--- src/rtl/fpm_pipelined.sv ---
// fpm_pipelined: three-stage floating-point multiplier with a valid/ready
// handshake on both sides and a user tag carried alongside each operation.
//
//   S1  unpack, sign XOR, biased exponent sum, special-value classification
//   S2  (M+1)x(M+1) significand multiply
//   S3  normalise, round (truncate or RNE), overflow/underflow, pack
//
// Ports
//   clock, reset                 single clock, synchronous active-high reset
//   valid_in / ready_in          operand handshake (ready_in is combinational)
//   a_in, b_in, tag_in           operands {sign, exp, frac} and tag
//   valid_out / ready_out        result handshake
//   fpm_out, tag_out             product and its tag
//   overflow_out, underflow_out  result saturated to infinity / flushed to zero
module fpm_pipelined #(
    parameter int EXP_WIDTH      = 8,
    parameter int MANTISSA_WIDTH = 23,
    parameter int ROUND_MODE     = 1,
    parameter int TAG_WIDTH      = 4
) (
    input  logic                                clock,
    input  logic                                reset,
    input  logic                                valid_in,
    output logic                                ready_in,
    input  logic [EXP_WIDTH+MANTISSA_WIDTH:0]   a_in,
    input  logic [EXP_WIDTH+MANTISSA_WIDTH:0]   b_in,
    input  logic [TAG_WIDTH-1:0]                tag_in,
    output logic                                valid_out,
    input  logic                                ready_out,
    output logic [EXP_WIDTH+MANTISSA_WIDTH:0]   fpm_out,
    output logic [TAG_WIDTH-1:0]                tag_out,
    output logic                                overflow_out,
    output logic                                underflow_out
);

    localparam int E  = EXP_WIDTH;
    localparam int M  = MANTISSA_WIDTH;
    localparam int W  = E + M + 1;
    localparam int PW = 2 * M + 2;
    localparam int EW = E + 2;

    localparam logic [EW-1:0] BIAS     = EW'((1 << (E - 1)) - 1);
    localparam logic [EW-1:0] EXP_MAX  = EW'((1 << E) - 1);
    localparam logic [E-1:0]  EXP_ONES = '1;
    localparam logic [M-1:0]  NAN_FRAC = {1'b1, {(M - 1){1'b0}}};

    typedef enum logic [1:0] {SP_NONE, SP_NAN, SP_INF, SP_ZERO} special_t;

    logic advance;
    assign advance  = ready_out | ~valid_out;
    assign ready_in = advance;

    // ---------------- S1: unpack and classify ----------------
    logic         sa, sb;
    logic [E-1:0] ea, eb;
    logic [M-1:0] fa, fb;
    logic         a_nan, b_nan, a_inf, b_inf, a_zero, b_zero;
    special_t     spec_d;

    assign {sa, ea, fa} = a_in;
    assign {sb, eb, fb} = b_in;

    always_comb begin
        a_nan  = (ea == EXP_ONES) && (fa != '0);
        b_nan  = (eb == EXP_ONES) && (fb != '0);
        a_inf  = (ea == EXP_ONES) && (fa == '0);
        b_inf  = (eb == EXP_ONES) && (fb == '0);
        // Exponent zero covers subnormals too: they are flushed on input.
        a_zero = (ea == '0);
        b_zero = (eb == '0);
        spec_d = SP_NONE;
        if (a_nan || b_nan || (a_inf && b_zero) || (b_inf && a_zero))
            spec_d = SP_NAN;
        else if (a_inf || b_inf)
            spec_d = SP_INF;
        else if (a_zero || b_zero)
            spec_d = SP_ZERO;
    end

    logic          s1_v, s1_sign;
    logic [EW-1:0] s1_exp;
    logic [M:0]    s1_ma, s1_mb;
    special_t      s1_spec;
    logic [TAG_WIDTH-1:0] s1_tag;

    // ---------------- S2: significand multiply ----------------
    logic          s2_v, s2_sign;
    logic [EW-1:0] s2_exp;
    logic [PW-1:0] s2_prod;
    special_t      s2_spec;
    logic [TAG_WIDTH-1:0] s2_tag;

    always_ff @(posedge clock) begin
        if (reset) begin
            s1_v <= 1'b0;
            s2_v <= 1'b0;
        end else if (advance) begin
            s1_v    <= valid_in;
            s1_sign <= sa ^ sb;
            s1_exp  <= {2'b00, ea} + {2'b00, eb} - BIAS;
            s1_ma   <= {1'b1, fa};
            s1_mb   <= {1'b1, fb};
            s1_spec <= spec_d;
            s1_tag  <= tag_in;

            s2_v    <= s1_v;
            s2_sign <= s1_sign;
            s2_exp  <= s1_exp;
            s2_prod <= PW'(s1_ma) * PW'(s1_mb);
            s2_spec <= s1_spec;
            s2_tag  <= s1_tag;
        end
    end

    // ---------------- S3: normalise, round, pack ----------------
    logic [EW-1:0] e_norm, e_fin;
    logic [M-1:0]  frac_t;
    logic [M:0]    frac_r;
    logic          guard, sticky, round_up;
    logic          ovf_d, unf_d;
    logic [W-1:0]  fpm_d;

    always_comb begin
        if (s2_prod[PW-1]) begin
            frac_t = s2_prod[PW-2:M+1];
            guard  = s2_prod[M];
            sticky = |s2_prod[M-1:0];
            e_norm = s2_exp + EW'(1);
        end else begin
            frac_t = s2_prod[PW-3:M];
            guard  = s2_prod[M-1];
            sticky = |s2_prod[M-2:0];
            e_norm = s2_exp;
        end
        round_up = (ROUND_MODE == 1) && guard && (sticky || frac_t[0]);
        // A rounding carry leaves the fraction field all-zero, so only the
        // exponent needs bumping; range checks run on the final exponent.
        frac_r = {1'b0, frac_t} + (M + 1)'(round_up);
        e_fin  = e_norm + EW'(frac_r[M]);

        ovf_d = 1'b0;
        unf_d = 1'b0;
        fpm_d = {s2_sign, e_fin[E-1:0], frac_r[M-1:0]};
        case (s2_spec)
            SP_NAN:  fpm_d = {1'b0, EXP_ONES, NAN_FRAC};
            SP_INF:  fpm_d = {s2_sign, EXP_ONES, {M{1'b0}}};
            SP_ZERO: fpm_d = {s2_sign, {(W - 1){1'b0}}};
            default: begin
                if ($signed(e_fin) >= $signed(EXP_MAX)) begin
                    fpm_d = {s2_sign, EXP_ONES, {M{1'b0}}};
                    ovf_d = 1'b1;
                end else if ($signed(e_fin) <= 0) begin
                    fpm_d = {s2_sign, {(W - 1){1'b0}}};
                    unf_d = 1'b1;
                end
            end
        endcase
    end

    always_ff @(posedge clock) begin
        if (reset) begin
            valid_out     <= 1'b0;
            fpm_out       <= '0;
            tag_out       <= '0;
            overflow_out  <= 1'b0;
            underflow_out <= 1'b0;
        end else if (advance) begin
            valid_out     <= s2_v;
            fpm_out       <= fpm_d;
            tag_out       <= s2_tag;
            overflow_out  <= ovf_d & s2_v;
            underflow_out <= unf_d & s2_v;
        end
    end

endmodule

--- config.mk ---
export PLATFORM = sky130hd
export DESIGN_NAME = fpm_pipelined
export DESIGN_NICKNAME = d
export VERILOG_FILES = /design/src/rtl/fpm_pipelined.sv
export SDC_FILE = /design/constraint.sdc
export NUM_CORES = 2
export LEC_CHECK = 0
export CAP_MARGIN = 0
export CORE_MARGIN = 2
export CORE_UTILIZATION = 30
export CTS_CLUSTER_SIZE = 16
export DETAILED_ROUTE_END_ITERATION = 10
export PLACE_DENSITY = 0.48
export SYNTH_ARGS = -nofsm -noshare
export SYNTH_HDL_FRONTEND = slang
export SYNTH_SLANG_ARGS = --single-unit
--- constraint.sdc ---
create_clock -name clock -period 7.6 [get_ports clock]
set_input_delay 1.52 -clock clock [delete_from_list [all_inputs] [get_ports clock]]
set_output_delay 1.52 -clock clock [all_outputs]
set_load 0.02 [all_outputs]
==> summary by stage <==
Clock network
The root buffer cell is sky130_fd_sc_hd__clkbuf_16. The number of buffers added by the clock tree synthesis step is 17. TritonCTS built the clock tree. The number of H-tree levels is 4. The number of hold buffers added after CTS was 0.

CTS saw 169 sinks. In this run the deepest clock path goes through 2 buffers. The clock transition at the registers of the reported paths is 0.08 ns. The clock latency at the later pin of the worst-skew pair is 0.50 ns.

Worst setup path
The worst setup path category is flip-flop to flip-flop. Of all nets on the critical path, the largest fanout is 7. The data arrival at the endpoint of the critical path is 7.55 ns.

STA puts the critical path data required time at 7.83 ns. The kind of start point of the critical path is a flip-flop. The critical path endpoint category is a flip-flop.

Synthesis
The parity-gate share of the synthesized area counting xor and xnor cells is 2.83%. By area the synthesized netlist is led by sky130_fd_sc_hd__fa_1, sky130_fd_sc_hd__edfxtp_1, sky130_fd_sc_hd__ha_1. Among all flip-flop cells after synthesis, the most frequent one is sky130_fd_sc_hd__edfxtp_1. Ranked by instance count, the synthesized netlist is headed by sky130_fd_sc_hd__inv_1, sky130_fd_sc_hd__fa_1, sky130_fd_sc_hd__nand2_1. The compound-gate portion of the synthesized area is 6.17%.

The Yosys step of the flow raised 0 warnings. In this run, distinct cell masters in the synthesized netlist total 83. The cell count after synthesis is 2757. The synthesized netlist devotes 16.1% of its cell area to simple gates.

Counting flops with an async set or reset pin after synthesis yields a share of 0%. The main combinational cell family by area after synthesis is adder cells. The post-synthesis mux area share is 1.03%. Each instance of the synthesized netlist takes up on average 9.56 um2. The synthesized design contains 169 register bits. The area fraction of the dominant cell type after synthesis is 36.7%. The number of enable-type register cells in the synthesized netlist is 128. Sequential cells were found to cover 17.7% of the synthesized design area. The post-synthesis share of cell area spent on full adders, half adders and majority gates is 46.0%. The number of nets in the synthesized netlist is 3508. The mapped cell area is 0.0263 mm2.

The dominant cell type by area after synthesis is sky130_fd_sc_hd__fa_1. The most repeated cell in the gate-level netlist after synthesis is sky130_fd_sc_hd__inv_1.

Cells and area
The share of post-route cells with drive strength above 1 is 7.83%. From synthesis to final layout, the design area changed by 16.0%. The filler cells instantiated in the layout total 8881. The count of nets after finishing is 3688.

Floorplanning
112 I/O pins were placed. The cell row count is 108. The floorplan step defined a die boundary enclosing 0.0902 mm2.

The area of the core region is 0.0869 mm2. The floorplan step set the die height to 300 um. The initial core utilization is 30.3%. The die span in x is 300 um.

Global routing
The first global-routing pass estimated 120000 um of wire. The via count of the first global-routing pass is 19800. Entering global routing, the biggest net connects 60 pins. The total overflow reported by the global router is 0. The initial antenna violation count came to 3. Across every metal layer, demand over resource in global routing totals 18.0%.

Place
The routability-driven placement congestion ratio is 0.848. In this run the tool buffered the top-level ports with 111 buffer cells. The HPWL after detailed placement is 66000 um.

Detailed routing
The via-per-instance ratio is 4.62. In the routed design, unresolved DRC markers number 0. The via total after detailed routing is 19000.

After the first detailed-routing iteration, the DRC count stood at 893. Dividing the detail-routed wire length by the instance count gives 19.2 um. The first detailed-routing pass took 5 iterations.

The routed design has 78700 um of wire. In this run the remaining antenna-violating nets after routing total 0.

Timing
Setup repair after global routing left no endpoint under its margin. The minimum clock period is 7.33 ns. The hold violation total from the final report is 0.

At the pin with the least slew margin, the transition time is 1.21 ns. Dividing the final minimum period by the clock period gives 96.4%. The clock arrives with 0.0201 ns of skew. The final number of max-transition violations is 0. Setup total negative slack on the finished layout was measured at 0 ns. The normalized max-slew margin is 18.4%. Based on the critical path, the design can be clocked at up to 137 MHz.

The count of endpoints failing setup in the final report is 0.

Hold path
In this run the worst hold path is classified as flip-flop to flip-flop.

Run
The tool flagged a number of max-cap violations equal to 0.

Outcome
The run finished with clean final reports.
[path summary, 6_finish.rpt]
kind                       startpoint                    end  slack, ns  cells past startpoint
setup reg to reg  s1_ma[12]$_DFFE_PP_  s2_prod[45]$_DFFE_PP_       0.27                     25
setup / recovery  s1_ma[12]$_DFFE_PP_  s2_prod[45]$_DFFE_PP_       0.27                     25
hold reg to reg   s1_exp[9]$_DFFE_PP_    s2_exp[9]$_DFFE_PP_       0.42                      0
hold / removal    s1_exp[9]$_DFFE_PP_    s2_exp[9]$_DFFE_PP_       0.42                      0
[cells in the final DEF (no fill, tap or decap), types with 10 or more instances in the layout]
cell type and n:
sky130_fd_sc_hd__a21o_1 17, sky130_fd_sc_hd__a21oi_1 64, sky130_fd_sc_hd__a22o_1 21, sky130_fd_sc_hd__and2_1 248, sky130_fd_sc_hd__buf_12 18, sky130_fd_sc_hd__buf_4 153
sky130_fd_sc_hd__clkbuf_16 17, sky130_fd_sc_hd__clkdlybuf4s50_1 111, sky130_fd_sc_hd__dfxtp_1 41, sky130_fd_sc_hd__edfxtp_1 128, sky130_fd_sc_hd__fa_1 483, sky130_fd_sc_hd__ha_1 196
sky130_fd_sc_hd__inv_1 589, sky130_fd_sc_hd__mux2i_1 21, sky130_fd_sc_hd__nand2_1 350, sky130_fd_sc_hd__nand3_1 29, sky130_fd_sc_hd__nand4_1 12, sky130_fd_sc_hd__nor2_1 92
sky130_fd_sc_hd__nor2b_1 24, sky130_fd_sc_hd__nor3_1 19, sky130_fd_sc_hd__nor4_1 18, sky130_fd_sc_hd__o211ai_1 10, sky130_fd_sc_hd__o21ai_0 36, sky130_fd_sc_hd__xnor2_1 52
sky130_fd_sc_hd__xor2_1 33
[flip-flops by register name, indices dropped and copies added (netlist names)]
name	count
s2_prod	48
fpm_out	32
s1_ma	23
s1_mb	23
s1_exp	10
s2_exp	10
s1_tag	4
s2_tag	4
tag_out	4
s1_spec	2
s2_spec	2
overflow_out	1
s1_sign	1
s1_v	1
s2_sign	1
s2_v	1
underflow_out	1
valid_out	1
[kinds of logic after synthesis]
family                     after synthesis
muxes                                   26
AOI/OAI and AO/OA                      238
xor gates and xnor gates                85
and+or+nand+nor                        846
DFF                                    169
adders and majority gates              679
buffers and inverters                  714
[what timing repair did]
item	4_1_cts	5_1_grt
buffers inserted	2	31
resized for setup	0	4
setup endpoints to repair	3	11
[final cells by class]
| class | instances | area [um2] | area share, % |
|---|---|---|---|
| Multi-Input combinational cell | 1874 | 19000 | 62.2 |
| Sequential cell | 169 | 4660 | 15.3 |
| Timing Repair Buffer | 282 | 2620 | 8.57 |
| Inverter | 593 | 2230 | 7.30 |
| Tap cell | 1155 | 1450 | 4.73 |
| Clock buffer | 17 | 425 | 1.39 |
| Clock inverter | 15 | 158 | 0.516 |
| Antenna cell | 1 | 2.50 | 0.00819 |
[worst max-delay path, stage by stage, from the launching register on]
cell                       delay [ns]
sky130_fd_sc_hd__edfxtp_1        0.46
sky130_fd_sc_hd__buf_4           0.21
sky130_fd_sc_hd__buf_4           0.14
sky130_fd_sc_hd__and2_1          0.14
sky130_fd_sc_hd__fa_1            0.50
sky130_fd_sc_hd__inv_1           0.06
sky130_fd_sc_hd__fa_1            0.56
sky130_fd_sc_hd__inv_1           0.06
sky130_fd_sc_hd__fa_1            0.47
sky130_fd_sc_hd__fa_1            0.49
sky130_fd_sc_hd__fa_1            0.50
sky130_fd_sc_hd__fa_1            0.55
sky130_fd_sc_hd__inv_1           0.05
sky130_fd_sc_hd__fa_1            0.47
sky130_fd_sc_hd__inv_1           0.05
sky130_fd_sc_hd__ha_1            0.29
sky130_fd_sc_hd__buf_4           0.16
sky130_fd_sc_hd__nand3_1         0.08
sky130_fd_sc_hd__o211ai_1        0.12
sky130_fd_sc_hd__a221o_1         0.36
sky130_fd_sc_hd__a31oi_1         0.17
sky130_fd_sc_hd__buf_4           0.17
sky130_fd_sc_hd__nand4b_1        0.21
sky130_fd_sc_hd__and4_1          0.32
sky130_fd_sc_hd__a311oi_1        0.34
sky130_fd_sc_hd__xnor2_1         0.10
[routing by layer]
| metal | up-vias | track usage, % | share of wire (%) |
|---|---|---|---|
| li1 | 8868 | - | - |
| met1 | 9703 | 23.8 | 44 |
| met2 | 319 | 30.5 | 50 |
| met3 | 82 | 2.64 | 3.9 |
| met4 | 0 | 4.99 | 2.4 |
| met5 | - | 0 | 0 |
[stage by stage]
| step | cell area [um2] | util [%] | setup WS, ns | hold WS, ns | instances |
|---|---|---|---|---|---|
| floorplan | 26300 | - | 0.851 | 0.400 | 2757 |
| global placement | 29500 | 34.0 | 0.0752 | 0.401 | 4040 |
| detailed placement | 29500 | 34.0 | 0.0131 | 0.406 | 4040 |
| CTS | 30100 | 34.7 | 0.133 | 0.416 | 4074 |
| global route | 30600 | 35.2 | 0.00113 | 0.421 | 4105 |
| finish | 30600 | 35.2 | 0.275 | 0.416 | 4106 |
Power is left out: the tool's default activity adds up to more than one toggle a clock period on the data nets, which glitch-free logic cannot reach.
